### src/rtl/corner_lock_scheduler_if.sv
// Signal bundle between the overlay sequencer and its environment.
// Every strobe is a one-cycle pulse. None of them uses back-pressure:
// a pulse is consumed in the cycle it is seen, and o_addr_valid qualifies
// o_enable together with the four corner addresses.
interface corner_lock_scheduler_if;
    logic        i_frame_start;
    logic        i_user_enable;
    logic        i_det_valid;
    logic [19:0] i_det_ul;
    logic [19:0] i_det_ur;
    logic [19:0] i_det_dl;
    logic [19:0] i_det_dr;
    logic        i_xform_done;
    logic        o_addr_valid;
    logic        o_enable;
    logic [19:0] o_ul_addr;
    logic [19:0] o_ur_addr;
    logic [19:0] o_dl_addr;
    logic [19:0] o_dr_addr;
    logic        o_locked;
    logic [1:0]  o_state;

    modport master (
        output i_frame_start, i_user_enable, i_det_valid,
        output i_det_ul, i_det_ur, i_det_dl, i_det_dr, i_xform_done,
        input  o_addr_valid, o_enable, o_ul_addr, o_ur_addr, o_dl_addr, o_dr_addr,
        input  o_locked, o_state
    );

    modport slave (
        input  i_frame_start, i_user_enable, i_det_valid,
        input  i_det_ul, i_det_ur, i_det_dl, i_det_dr, i_xform_done,
        output o_addr_valid, o_enable, o_ul_addr, o_ur_addr, o_dl_addr, o_dr_addr,
        output o_locked, o_state
    );
endinterface

### src/rtl/corner_lock_scheduler.sv
// Filters per-frame corner detections and issues overlay commit strobes only
// at frame boundaries, once the downstream perspective solve has finished.
module corner_lock_scheduler #(
    parameter int STABLE_FRAMES = 4,
    parameter int LOST_FRAMES   = 8,
    parameter int TOL           = 4
) (
    input  logic                    i_clk,
    input  logic                    i_rst,
    corner_lock_scheduler_if.slave  bus
);
    localparam int MAX_FRAMES = (STABLE_FRAMES > LOST_FRAMES) ? STABLE_FRAMES : LOST_FRAMES;
    localparam int CW = $clog2(MAX_FRAMES + 1);
    localparam logic [CW-1:0] STABLE_MAX = CW'(STABLE_FRAMES);
    localparam logic [CW-1:0] LOST_MAX   = CW'(LOST_FRAMES);

    typedef enum logic [1:0] {
        S_DISABLED   = 2'd0,
        S_ACQUIRE    = 2'd1,
        S_WAIT_XFORM = 2'd2,
        S_LOCKED     = 2'd3
    } state_t;

    state_t        r_state, w_state_nxt;
    logic          r_det_valid;
    logic [79:0]   r_det;
    logic [79:0]   r_cand, w_cand_nxt, w_acq_cand;
    logic [CW-1:0] r_stable, w_stable_nxt, w_acq_stable;
    logic [CW-1:0] r_lost, w_lost_nxt;
    logic [79:0]   r_out;
    logic          r_addr_valid, r_enable;
    logic          w_commit, w_commit_en;
    logic          w_geom_ok, w_capture, w_match_cand, w_match_out;
    logic [79:0]   w_det_in;

    function automatic logic [9:0] abs_diff(input logic [9:0] a, input logic [9:0] b);
        return (a > b) ? (a - b) : (b - a);
    endfunction

    // Corner sets are packed as eight 10-bit coordinates; all must be within TOL.
    function automatic logic sets_match(input logic [79:0] a, input logic [79:0] b);
        logic ok;
        ok = 1'b1;
        for (int k = 0; k < 8; k++) begin
            if (abs_diff(a[k*10 +: 10], b[k*10 +: 10]) > 10'(TOL)) ok = 1'b0;
        end
        return ok;
    endfunction

    assign w_det_in = {bus.i_det_ul, bus.i_det_ur, bus.i_det_dl, bus.i_det_dr};

    assign w_geom_ok = (bus.i_det_ul[19:10] < 10'd600) && (bus.i_det_ur[19:10] < 10'd600)
                    && (bus.i_det_dl[19:10] < 10'd600) && (bus.i_det_dr[19:10] < 10'd600)
                    && (bus.i_det_ul[9:0] < 10'd800) && (bus.i_det_ur[9:0] < 10'd800)
                    && (bus.i_det_dl[9:0] < 10'd800) && (bus.i_det_dr[9:0] < 10'd800)
                    && (bus.i_det_ul[9:0] < bus.i_det_ur[9:0])
                    && (bus.i_det_dl[9:0] < bus.i_det_dr[9:0])
                    && (bus.i_det_ul[19:10] < bus.i_det_dl[19:10])
                    && (bus.i_det_ur[19:10] < bus.i_det_dr[19:10]);

    assign w_capture    = bus.i_det_valid && w_geom_ok;
    assign w_match_cand = sets_match(r_det, r_cand);
    assign w_match_out  = sets_match(r_det, r_out);

    always_comb begin
        w_acq_cand   = r_cand;
        w_acq_stable = r_stable;
        if (!r_det_valid) begin
            w_acq_stable = '0;
        end else if (w_match_cand) begin
            w_acq_stable = (r_stable >= STABLE_MAX) ? STABLE_MAX : r_stable + 1'b1;
        end else begin
            w_acq_cand   = r_det;
            w_acq_stable = CW'(1);
        end
    end

    always_comb begin
        w_state_nxt  = r_state;
        w_cand_nxt   = r_cand;
        w_stable_nxt = r_stable;
        w_lost_nxt   = r_lost;
        w_commit     = 1'b0;
        w_commit_en  = 1'b0;
        // User switch-off outranks everything, including a pending solve.
        if (bus.i_frame_start && !bus.i_user_enable && (r_state != S_DISABLED)) begin
            w_state_nxt = S_DISABLED;
            w_commit    = 1'b1;
        end else if (r_state == S_WAIT_XFORM) begin
            if (bus.i_xform_done) begin
                w_state_nxt  = S_LOCKED;
                w_lost_nxt   = '0;
                w_stable_nxt = '0;
            end
        end else if (bus.i_frame_start) begin
            case (r_state)
                S_DISABLED: begin
                    if (bus.i_user_enable) begin
                        w_state_nxt  = S_ACQUIRE;
                        w_stable_nxt = '0;
                        w_lost_nxt   = '0;
                    end
                end
                S_ACQUIRE: begin
                    w_cand_nxt   = w_acq_cand;
                    w_stable_nxt = w_acq_stable;
                    if (w_acq_stable == STABLE_MAX) begin
                        w_commit    = 1'b1;
                        w_commit_en = 1'b1;
                        w_state_nxt = S_WAIT_XFORM;
                    end
                end
                S_LOCKED: begin
                    if (r_det_valid && w_match_out) begin
                        w_lost_nxt   = '0;
                        w_stable_nxt = '0;
                    end else if (r_det_valid) begin
                        w_lost_nxt   = '0;
                        w_cand_nxt   = w_acq_cand;
                        w_stable_nxt = w_acq_stable;
                        if (w_acq_stable == STABLE_MAX) begin
                            w_commit    = 1'b1;
                            w_commit_en = 1'b1;
                            w_state_nxt = S_WAIT_XFORM;
                        end
                    end else begin
                        w_stable_nxt = '0;
                        if ((r_lost + 1'b1) == LOST_MAX) begin
                            w_commit    = 1'b1;
                            w_state_nxt = S_ACQUIRE;
                            w_lost_nxt  = '0;
                        end else begin
                            w_lost_nxt = r_lost + 1'b1;
                        end
                    end
                end
                default: ;
            endcase
        end
    end

    always_ff @(posedge i_clk) begin
        if (i_rst) begin
            r_state      <= S_DISABLED;
            r_det_valid  <= 1'b0;
            r_det        <= '0;
            r_cand       <= '0;
            r_stable     <= '0;
            r_lost       <= '0;
            r_out        <= '0;
            r_addr_valid <= 1'b0;
            r_enable     <= 1'b0;
        end else begin
            r_state      <= w_state_nxt;
            r_cand       <= w_cand_nxt;
            r_stable     <= w_stable_nxt;
            r_lost       <= w_lost_nxt;
            r_addr_valid <= w_commit;
            if (w_commit) begin
                r_enable <= w_commit_en;
                if (w_commit_en) r_out <= w_cand_nxt;
            end
            // A detection coincident with a frame start belongs to the new frame.
            if (bus.i_frame_start) begin
                r_det_valid <= w_capture;
                if (w_capture) r_det <= w_det_in;
            end else if (w_capture) begin
                r_det_valid <= 1'b1;
                r_det       <= w_det_in;
            end
        end
    end

    assign bus.o_addr_valid = r_addr_valid;
    assign bus.o_enable     = r_enable;
    assign bus.o_ul_addr    = r_out[79:60];
    assign bus.o_ur_addr    = r_out[59:40];
    assign bus.o_dl_addr    = r_out[39:20];
    assign bus.o_dr_addr    = r_out[19:0];
    assign bus.o_locked     = (r_state == S_LOCKED);
    assign bus.o_state      = r_state;
endmodule

### src/flat_wrapper.sv
// flat-port wrapper written by rule: the top's interface ports become plain ports
module corner_lock_scheduler_flat 
#(
    parameter int STABLE_FRAMES = 4,
    parameter int LOST_FRAMES   = 8,
    parameter int TOL           = 4
)
  (i_clk, i_rst, bus_i_frame_start, bus_i_user_enable, bus_i_det_valid, bus_i_det_ul, bus_i_det_ur, bus_i_det_dl, bus_i_det_dr, bus_i_xform_done, bus_o_addr_valid, bus_o_enable, bus_o_ul_addr, bus_o_ur_addr, bus_o_dl_addr, bus_o_dr_addr, bus_o_locked, bus_o_state);
  corner_lock_scheduler_if bus_i ();
  input  logic i_clk;
  input  logic i_rst;
  input wire logic [$bits(bus_i.i_frame_start)-1:0] bus_i_frame_start;
  input wire logic [$bits(bus_i.i_user_enable)-1:0] bus_i_user_enable;
  input wire logic [$bits(bus_i.i_det_valid)-1:0] bus_i_det_valid;
  input wire logic [$bits(bus_i.i_det_ul)-1:0] bus_i_det_ul;
  input wire logic [$bits(bus_i.i_det_ur)-1:0] bus_i_det_ur;
  input wire logic [$bits(bus_i.i_det_dl)-1:0] bus_i_det_dl;
  input wire logic [$bits(bus_i.i_det_dr)-1:0] bus_i_det_dr;
  input wire logic [$bits(bus_i.i_xform_done)-1:0] bus_i_xform_done;
  output wire logic [$bits(bus_i.o_addr_valid)-1:0] bus_o_addr_valid;
  output wire logic [$bits(bus_i.o_enable)-1:0] bus_o_enable;
  output wire logic [$bits(bus_i.o_ul_addr)-1:0] bus_o_ul_addr;
  output wire logic [$bits(bus_i.o_ur_addr)-1:0] bus_o_ur_addr;
  output wire logic [$bits(bus_i.o_dl_addr)-1:0] bus_o_dl_addr;
  output wire logic [$bits(bus_i.o_dr_addr)-1:0] bus_o_dr_addr;
  output wire logic [$bits(bus_i.o_locked)-1:0] bus_o_locked;
  output wire logic [$bits(bus_i.o_state)-1:0] bus_o_state;
  assign bus_i.i_frame_start = bus_i_frame_start;
  assign bus_i.i_user_enable = bus_i_user_enable;
  assign bus_i.i_det_valid = bus_i_det_valid;
  assign bus_i.i_det_ul = bus_i_det_ul;
  assign bus_i.i_det_ur = bus_i_det_ur;
  assign bus_i.i_det_dl = bus_i_det_dl;
  assign bus_i.i_det_dr = bus_i_det_dr;
  assign bus_i.i_xform_done = bus_i_xform_done;
  assign bus_o_addr_valid = bus_i.o_addr_valid;
  assign bus_o_enable = bus_i.o_enable;
  assign bus_o_ul_addr = bus_i.o_ul_addr;
  assign bus_o_ur_addr = bus_i.o_ur_addr;
  assign bus_o_dl_addr = bus_i.o_dl_addr;
  assign bus_o_dr_addr = bus_i.o_dr_addr;
  assign bus_o_locked = bus_i.o_locked;
  assign bus_o_state = bus_i.o_state;
  corner_lock_scheduler #(.STABLE_FRAMES(STABLE_FRAMES), .LOST_FRAMES(LOST_FRAMES), .TOL(TOL)) u_core (.i_clk(i_clk), .i_rst(i_rst), .bus(bus_i));
endmodule
### config.mk
export PLATFORM = sky130hd
export DESIGN_NAME = corner_lock_scheduler_flat
export DESIGN_NICKNAME = d
export VERILOG_FILES = /design/src/rtl/corner_lock_scheduler_if.sv /design/src/rtl/corner_lock_scheduler.sv /design/src/flat_wrapper.sv
export SDC_FILE = /design/constraint.sdc
export NUM_CORES = 1
export LEC_CHECK = 0
export BUFFER_PORTS_ARGS = -buffer_cell sky130_fd_sc_hd__buf_2
export CAP_MARGIN = 30
export CORE_MARGIN = 5
export CORE_UTILIZATION = 45
export CTS_CLUSTER_SIZE = 20
export DETAILED_ROUTE_END_ITERATION = 8
export PLACE_DENSITY = 0.64
export SLEW_MARGIN = 10
export SYNTH_ARGS = -nofsm -noshare
export SYNTH_HDL_FRONTEND = slang
export SYNTH_SLANG_ARGS = --single-unit
### constraint.sdc
create_clock -name i_clk -period 8.2 [get_ports i_clk]
set_input_delay 0.82 -clock i_clk [delete_from_list [all_inputs] [get_ports i_clk]]
set_output_delay 0.82 -clock i_clk [all_outputs]
set_load 0.05 [all_outputs]
Yosys cells after proc, flatten, opt, wreduce, memory -nomap -nowiden
Index checks and enable logic that the tools add are counted.
{"block": "totals", "word_cells": 206, "in_bits": 86, "reg_bits": 253}
{"block": "classes", "eq_ne": 9, "bitwise": 1, "reduce_logical": 27, "n_mux": 81, "magnitude_cmp": 45, "n_addsub": 34}
{"cell": "$mux 80", "count": 7}
{"cell": "$sub 10x10->10", "count": 32}
{"cell": "$gt 10x10->1", "count": 16}
{"cell": "$gt 10x3->1 const B", "count": 16}
{"cell": "$mux 10", "count": 16}
{"cell": "$pmux 80 s2", "count": 1}
{"cell": "$lt 10x10->1 const B", "count": 8}
{"cell": "$mux 4", "count": 14}
{"cell": "$lt 10x10->1", "count": 4}
{"cell": "$mux 1", "count": 30}
{"cell": "$mux 2", "count": 8}
{"cell": "$logic_and 1x1->1", "count": 15}
{"cell": "$pmux 4 s3", "count": 1}
{"cell": "$reduce_and 5->1", "count": 2}
{"cell": "$add 4x1->4 const B", "count": 2}
{"cell": "$pmux 4 s2", "count": 1}
{"cell": "$ne 3x2->1 const B", "count": 2}
{"cell": "$pmux 2 s3", "count": 1}
{"cell": "$reduce_and 6->1", "count": 1}
{"cell": "$reduce_bool 2->1", "count": 3}
{"cell": "$eq 2x2->1 const B", "count": 2}
{"cell": "$eq 4x3->1 const B", "count": 1}
{"cell": "$eq 4x4->1 const B", "count": 1}
{"cell": "$ge 4x3->1 const B", "count": 1}
{"cell": "11 further kinds", "count": 12}

Logic depth before layout (Yosys ltp)
Gate-level depths: netlist (run 1).
{"block": "depth", "depth_word": 22, "ltp_mapped": 19}

Least setup slack after synthesis (run 1)
OpenSTA, ideal clock, no wires.
{"block": "synth_timing", "path_type": "flip-flop to flip-flop", "from": "register u_core.r_out[76]", "to": "register u_core.r_cand[51]", "path_stages_with_launch": 20, "path_buffers": 5, "required_time_ps": 8083, "arrival_ps": 4363, "synth_period_minus_slack_ps": 4479, "slack_ps": 3721, "cell_sequence": "dfxtp_1 inv_1 ha_1 buf_2 nand4_1 or4_1 o211ai_1 buf_4 mux2i_1 o211ai_1 or4_1 nor4b_2 nand4_1 o21ai_2 nor2_2 and4b_1 clkbuf_2 buf_6 buf_6 a22o_1"}
{"block": "synth_between", "elab_chain_len": 10, "elab_cells_between_ends": 12}
{"item": "from (decl)", "line_no": "corner_lock_scheduler.sv:30", "text": "logic [79:0] r_out;"}
{"item": "from (signal assigned)", "line_no": "corner_lock_scheduler.sv:161", "text": "if (w_commit_en) r_out <= w_cand_nxt;"}
{"item": "$sub 10x10->10 or $gt 10x10->1 (tied branches)", "line_no": "corner_lock_scheduler.sv:37", "text": "return (a > b) ? (a - b) : (b - a);"}
{"item": "$mux 10 (*)", "line_no": "corner_lock_scheduler.sv:37"}
{"item": "$gt 10x3->1 (*)", "line_no": "corner_lock_scheduler.sv:45", "text": "if (abs_diff(a[k*10 +: 10], b[k*10 +: 10]) > 10'(TOL)) ok = 1'b0;"}
{"item": "$mux 1 (*)", "line_no": "corner_lock_scheduler.sv:45"}
{"item": "$logic_and 1x1->1 (*)", "line_no": "corner_lock_scheduler.sv:114", "text": "if (r_det_valid && w_match_out) begin"}
{"item": "$mux 80 (*)", "line_no": "corner_lock_scheduler.sv:114"}
{"item": "$pmux 80 s2 (*)", "line_no": "corner_lock_scheduler.sv:96", "text": "case (r_state)"}
{"item": "$mux 80 (*)", "line_no": "corner_lock_scheduler.sv:95", "text": "end else if (bus.i_frame_start) begin"}
{"item": "$mux 80 (*)", "line_no": "corner_lock_scheduler.sv:89", "text": "end else if (r_state == S_WAIT_XFORM) begin"}
{"item": "$mux 80 (*)", "line_no": "corner_lock_scheduler.sv:86", "text": "if (bus.i_frame_start && !bus.i_user_enable && (r_state != S_DISABLED)) begin"}
{"item": "to (signal assigned)", "line_no": "corner_lock_scheduler.sv:155", "text": "r_cand <= w_cand_nxt;"}
{"item": "to (decl)", "line_no": "corner_lock_scheduler.sv:27", "text": "logic [79:0] r_cand, w_cand_nxt, w_acq_cand;"}
Mark *: on every way between the ends. The rest lies on a longest branch, timed or not.
A chain may end at the register's enable or synchronous reset.

Worst setup path after layout (run 1)
{"block": "layout_timing", "from": "register u_core.r_cand[17]", "to": "register u_core.r_cand[28]"}
{"block": "layout_between", "elab_chain_len": 18, "elab_cells_between_ends": 20}
{"item": "$sub 10x10->10 or $gt 10x10->1 (tied branches)", "line_no": "corner_lock_scheduler.sv:37"}
{"item": "$mux 10 (*)", "line_no": "corner_lock_scheduler.sv:37"}
{"item": "$gt 10x3->1 (*)", "line_no": "corner_lock_scheduler.sv:45"}
{"item": "$mux 1 (*) (7 in a row)", "line_no": "corner_lock_scheduler.sv:45"}
{"item": "$mux 80 (*)", "line_no": "corner_lock_scheduler.sv:70", "text": "end else if (w_match_cand) begin"}
{"item": "$mux 80 (*)", "line_no": "corner_lock_scheduler.sv:68", "text": "if (!r_det_valid) begin"}
{"item": "$mux 80", "line_no": "corner_lock_scheduler.sv:117", "text": "end else if (r_det_valid) begin"}
{"item": "$mux 80", "line_no": "corner_lock_scheduler.sv:114"}
{"item": "$pmux 80 s2 (*)", "line_no": "corner_lock_scheduler.sv:96"}
{"item": "$mux 80 (*)", "line_no": "corner_lock_scheduler.sv:95"}
{"item": "$mux 80 (*)", "line_no": "corner_lock_scheduler.sv:89"}
{"item": "$mux 80 (*)", "line_no": "corner_lock_scheduler.sv:86"}
Marks and branches as above.

==> impl_results.md, run 1 <==
* Status: finished clean
* Worst EP required at 8.74 ns
* Post-synth EDFFs at 0
* Leading post-synthesis cells by cell area: dfxtp_1, ha_1, mux2i_1, a21oi_1, inv_1
* Clk slew on worst S/H paths at 0.06 ns
* Setup_tns at 0 ns
* Total core area at 0.05531 mm2
* WL final at 90.14 mm
* I/O Pins at 171
* Worst VDD drop at 0.1640 mV
* Via density at 5.970
* Most common cell after layout, fill and taps aside: ha_1
* Initial Util at 0.4564
* Crit path buf inv count at 2
* Layout cells sized above 1 at 0.09055
* Place WS at 1.808 ns
* CTS Buffer Depth at 3
* Slowest CP cell: o41ai_2
* Synth Net Count at 3688
* Ys async rst share at 0
* Relative slew slack at 0.2888
* Port Buffers at 170
* CTS H-tree lvls at 1
* First-pass GRT wire length at 137.6 mm
* Top-area cell type share of the netlist area at 0.2006
* Initial DRC count at 2098
* Gate Count Post-Synth at 3227
* DRC at 0
* Crit Reg-Reg Endpoint: u_core.r_cand[28]
* Root Driver: clkbuf_16
* DR WL/cell at 22.19 um
* Clk_skew at 0.01887 ns
* Hold Violations, Final at 0
* Min Tclk post-route at 6.656 ns
* Synth Warn # at 0
* RSZ-0062 raised after global routing: no
* Leakage at 12.83 nW
* Sequential fraction of the synthesis area at 0.2006
* Largest area contributor in the netlist: dfxtp_1
* TritonRoute pass-1 iters at 6
* Post-CTS setup buffers at 0
* Hold Path Class: reg2reg
* RR Startpoint: u_core.r_cand[17]
* DR vias at 24250
* Clk sink count at 253
* Die H at 246.8 um
* Total track usage at 0.2845
* Die W at 246.8 um
* Max Slew Vio Count at 0
* Ys flop type: dfxtp_1
* Cell Chain, Critical Path: inv_1 > ha_1 > nor2b_1 > or3_1 > a2111oi_0 > o2111ai_1 > o41ai_2 > o21ai_0 > nor4_2 > nand4_1 > o31a_1 > and3_1 > nor2_4 > buf_4 > a22o_1
* Cell family with most CP delay: simple AND/OR/NAND/NOR gates
* Post-cts resize count at 0
* ANT nets after route at 0
* Fmax achieved at 0.1502 GHz
* Seq cells post-synth at 253
* Syn Std Cell Area at 0.02524 mm2
* R2R setup slack at 1.54 ns
* Worst setup EP type: flip-flop
* Pin count of the biggest net entering global routing at 60
* Worst hold stages at 2
* Crit-path max cell delay at 0.90 ns
* Commonest non-fill, non-tap cells in the layout: ha_1, inv_1, a21oi_1
* Syn avg cell area at 7.822 um2
* Dpl hpwl at 71.24 mm
* Vias in the first global route at 22810
* Initial antenna violation count at 3
* R2R cell count at 15
* Crit path kind: reg2reg
* Pwr per Cell Area at 105.5 mW/mm2
* CTS tree: built
* Area grow syn2layout at 8.927%
* Clock Latency Late Sink at 0.61 ns
* CP Max Fanout at 35
* Grt ovf at 0
* Final setup violation count at 0
* Crit share post-route at 0.8117
* GP Congestion at 1.054
* Post-CTS Hold Buffers at 0
* Yosys cell types at 97
* HP Start: u_core.r_stable[1]
* # rows at 86
* Max-cap violations at 0
* Min Hold Slack at 0.4588 ns
* Worst Hold End: u_core.r_stable[1]
* Fin nets at 3752
* Critical Path Start Type: flip-flop
* Die ar. at 0.06093 mm2
* PnR worst setup slack at 1.544 ns
* CP arrival at 7.19 ns
* Slew @ Worst Pin at 1.040 ns
* Num CTS Buffers at 31
layout make-up:
cell class                      instances  area, um2
Fill cell                            5626      27810
Multi-Input combinational cell       2495      18270
Sequential cell                       253       5065
Inverter                              320       1201
Timing Repair Buffer                  190       1044
Tap cell                              748      935.9
Clock buffer                           43      890.9
Clock inverter                         12      83.83
Antenna cell                            1      2.502
worst max-delay path by stage:
stage,from,end,slack (ns),cells past startpoint
after floorplan,u_core.r_out[76],u_core.r_cand[51],3.72,19
after global placement,u_core.r_cand[17],u_core.r_cand[57],1.38,15
after detailed placement,u_core.r_cand[17],u_core.r_cand[29],1.81,15
after CTS,u_core.r_cand[17],u_core.r_cand[26],1.77,15
after global routing,u_core.r_cand[14],u_core.r_cand[24],1.36,15
final,u_core.r_cand[17],u_core.r_cand[28],1.54,15
Yosys cell counts (27+ instances only):
master,number
inv_1,320
a211oi_1,35
dfxtp_1,253
a21o_1,78
nor2b_1,44
nand4_1,53
o21bai_1,27
buf_2,37
nand2_1,263
nor2_1,247
o211ai_1,43
a22o_1,59
a21oi_1,271
o21ai_0,169
nand3b_1,34
clkbuf_1,95
xor2_1,45
mux2i_1,147
ha_1,343
nand2b_1,30
nor3_1,45
nand3_1,47
nor4_1,28
a31oi_1,33
xnor2_1,40
fa_1,32
logic make-up after synthesis:
kind of cell    synth area share
flops                     0.2006
fa+ha+maj                 0.1954
xor+xnor                 0.02949
buf+inv                  0.07648
simple gates              0.1784
mux                      0.06587
compound gates            0.2537
power by group:
group	internal (mW)	leakage [nW]	switching, mW
combinational	0.108	10.3	0.212
clock	0.755	0.479	0.594
sequential	1.23	2.04	0.00223
per-stage QoR:
stage	instance area [um2]	utilization	total power [mW]	instances
floorplan	25240	-	1.442	3227
global placement	26430	0.4779	1.571	4001
detailed placement	26520	0.4795	1.571	4006
CTS	27490	0.4971	2.917	4061
global route	27490	0.4971	2.988	4061
finish	27500	0.4972	2.901	4062
flip-flops by register name, indices dropped and copies added, names as in the netlist, named ones only:
signal / flops
u_core.r_cand: 80
u_core.r_det: 80
u_core.r_out: 80
u_core.r_lost: 4
u_core.r_stable: 4
u_core.bus.o_addr_valid: 1
u_core.bus.o_enable: 1
u_core.bus.o_state: 1
u_core.r_det_valid: 1
worst register-to-register path, stage by stage, from the launching register on:
cell and delay [ns]:
dfxtp_1 0.37, inv_1 0.06, ha_1 0.46, nor2b_1 0.23
or3_1 0.30, a2111oi_0 0.42, o2111ai_1 0.23, o41ai_2 0.90
o21ai_0 0.34, nor4_2 0.64, nand4_1 0.29, o31a_1 0.41
and3_1 0.41, nor2_4 0.66, buf_4 0.61, a22o_1 0.25
layer usage:
metal / global-route usage / vias up / wire length, um
li1: - / 11720 / -
met1: 0.3957 / 11490 / 40690
met2: 0.4452 / 867 / 39150
met3: 0.05037 / 167 / 6535
met4: 0.09780 / 4 / 3742
met5: 0 / - / 21
(Power assumes the default switching activity.)
==> run 2, diff against run 1 <==
- PLACE_DENSITY: 0.64 -> 0.67
- clock period: 8.2 -> 5.8 ns (I/O delays scaled with it)
==> run 2 against run 1 <==
Effect of this change:
- design area increased by 1.9%
- highest routed layer unchanged
- die area unchanged
- combinational power increased by 48%
- routed wire length decreased by 0.47%
- critical endpoint is now u_core.r_out[48]
==> impl_results.md, run 2 (synthesis results as in run 1) <==
* Status: finished clean
* Die H at 246.8 um (unchanged)
* Die W at 246.8 um (unchanged)
* Crit path buf inv count at 2 (unchanged)
* Total core area at 0.05531 mm2 (unchanged)
* Die ar. at 0.06093 mm2 (unchanged)
* Fin nets at 3796 (+1.2%)
* DRC at 0 (unchanged)
* Port Buffers at 170 (unchanged)
* Cell Chain, Critical Path: inv_1 > ha_1 > nand4_2 > or4_4 > o211ai_2 > nor3b_1 > or3_1 > nand3_1 > or4_1 > nor2_1 > nand4_1 > nand4b_1 > buf_4 > o21ai_0
* Leakage at 13.11 nW (+2.2%)
* Clock Latency Late Sink at 0.60 ns (about the same)
* Place WS at 0.8697 ns (-0.9385 ns)
* Seq pwr share at 0.402 (-0.023)
* Max Slew Vio Count at 0 (unchanged)
* Sw Share at 0.2711 (-0.007253)
* Initial antenna violation count at 1 (-2)
* Hold Violations, Final at 0 (unchanged)
* Pin count of the biggest net entering global routing at 59 (-1.7%)
* Layout cells sized above 1 at 0.1033 (+0.01278)
* RSZ-0062 raised after global routing: no
* Final setup violation count at 0 (unchanged)
* CP arrival at 5.54 ns (-1.65 ns)
* Root Driver: clkbuf_16
* Multi-input gate area at 0.01827 mm2 (about the same)
* Post-cts resize count at 0 (unchanged)
* CTS H-tree lvls at 1 (unchanged)
* DR WL/cell at 21.85 um (-1.5%)
* Most common cell after layout, fill and taps aside: ha_1
* GP Congestion at 1.028 (-2.5%)
* GR Layer Usage met2 at 0.4476 (+0.002357)
* CTS Buffer Depth at 3 (unchanged)
* Hold Path Class: in2reg
* First-pass GRT wire length at 137.2 mm (-0.34%)
* Initial Util at 0.4564 (unchanged)
* Vias in the first global route at 23170 (+1.6%)
* Slowest CP cell: nor3b_1
* Slew @ Worst Pin at 0.9832 ns (-0.05671 ns)
* Critical Path Start Type: flip-flop
* ANT nets after route at 0 (unchanged)
* CTS tree: built
* Pwr per Cell Area at 154.5 mW/mm2 (+46%)
* Cell family with most CP delay: simple AND/OR/NAND/NOR gates
* Grt met1 use at 0.3887 (-0.006966)
* Crit-path max cell delay at 0.64 ns (-0.26 ns)
* Area grow syn2layout at 11.02%
* Setup_tns at 0 ns (unchanged)
* Worst VDD drop at 0.2057 mV (+25%)
* Reg area at 0.005065 mm2 (unchanged)
* Num CTS Buffers at 31 (unchanged)
* Min Hold Slack at 0.2263 ns (-0.2326 ns)
* Clk sink count at 253 (unchanged)
* Sw Pwr at 1.174 mW (+45%)
* DR vias at 24590 (+1.4%)
* Relative slew slack at 0.3362 (+0.04741)
* Clk_skew at 0.02266 ns (+0.003785 ns)
* Largest registers: u_core.r_cand: 80 flops, u_core.r_det: 80 flops, u_core.r_out: 80 flops
* Post-CTS Hold Buffers at 0 (unchanged)
* Max-cap violations at 0 (unchanged)
* Top Usage Layer GRT: met2
* Crit path kind: reg2reg
* Dpl hpwl at 72.04 mm (+1.1%)
* Min Tclk post-route at 5.088 ns (-1.568 ns)
* Crit share post-route at 0.8772 (+0.06549)
* Inserted Diodes at 0 (-1)
* Commonest non-fill, non-tap cells in the layout: ha_1, inv_1, a21oi_1
* Int Power at 3.156 mW (+51%)
* Worst setup EP type: flip-flop
* CP Max Fanout at 32 (-8.6%)
* Grt ovf at 0 (unchanged)
* Fill count at 5513 (-2.0%)
* I/O Pins at 171 (unchanged)
* Fmax achieved at 0.1966 GHz (+31%)
* TritonRoute pass-1 iters at 6 (unchanged)
* Initial DRC count at 2051 (-2.2%)
* Total track usage at 0.2828 (-0.001673)
* WL final at 89.71 mm (-0.47%)
* Final Non-Filler Cells at 4106 (+1.1%)
* Via density at 5.989 (+0.31%)
* Post-CTS setup buffers at 0 (unchanged)
* Combinational power share at 0.109 (about the same)
* # rows at 86 (unchanged)
* PnR worst setup slack at 0.7125 ns (-0.8319 ns)
* Placed cell count at 4050 (+1.1%)
* GR Util met3 at 0.04194 (-0.008431)
* Clock power share at 0.488 (+0.023)
* Worst EP required at 6.26 ns (-2.48 ns)
* Clk slew on worst S/H paths at 0.06 ns (about the same)
[run 2: final cells by class]
| cell class | instances | share of cell area |
|---|---|---|
| inverter | 320 | 0.04286 |
| timing repair buffer | 234 | 0.05206 |
| multi-input combinational | 2495 | 0.6518 |
| clock inverter | 17 | 0.008260 |
| tap | 748 | 0.03340 |
| sequential | 253 | 0.1807 |
| clock buffer | 39 | 0.03090 |
[run 2: power by group through the flow]
stage / combinational, mW / sequential, mW / clock [mW]
6_report: 0.473 / 1.74 / 2.12
5_1_grt: 0.501 / 1.74 / 2.21
4_1_cts: 0.462 / 1.74 / 2.14
3_5_place_dp: 0.458 / 1.78 / 0
3_3_place_gp: 0.459 / 1.78 / 0
2_1_floorplan: 0.256 / 1.78 / 0
[run 2: worst register-to-register path: cells and delay by family (launching register included)]
| kind | cells | cell delay [ns] |
|---|---|---|
| compound gates | 2 | 0.44 |
| fa+ha+maj | 1 | 0.55 |
| buf+inv | 2 | 0.49 |
| flops | 1 | 0.37 |
| simple gates | 9 | 3.10 |
[run 2: through the flow]
step | instance area, um2 | utilization | power, mW
6_report | 28020 | 0.5067 | 4.330
2_1_floorplan | 25240 | - | 2.039
3_5_place_dp | 26930 | 0.4869 | 2.240
5_1_grt | 28020 | 0.5067 | 4.451
4_1_cts | 28020 | 0.5067 | 4.345
3_3_place_gp | 26920 | 0.4867 | 2.240
[run 2: path summary, 6_finish.rpt]
check	start	endpoint	slack [ns]	cells after the start
setup / recovery	u_core.r_out[44]	u_core.r_out[48]	0.71	14
setup reg to reg	u_core.r_out[44]	u_core.r_out[48]	0.71	14
hold / removal	bus_i_det_dl[17]	u_core.r_det[37]	0.23	3
hold reg to reg	u_core.r_stable[1]	u_core.r_stable[1]	0.46	2
[run 2: metal layers]
layer  wire length, um  part of all wire
met1             39480              0.44
met2             39250              0.44
met3              6670             0.074
met4              4299             0.048
met5                13           0.00014
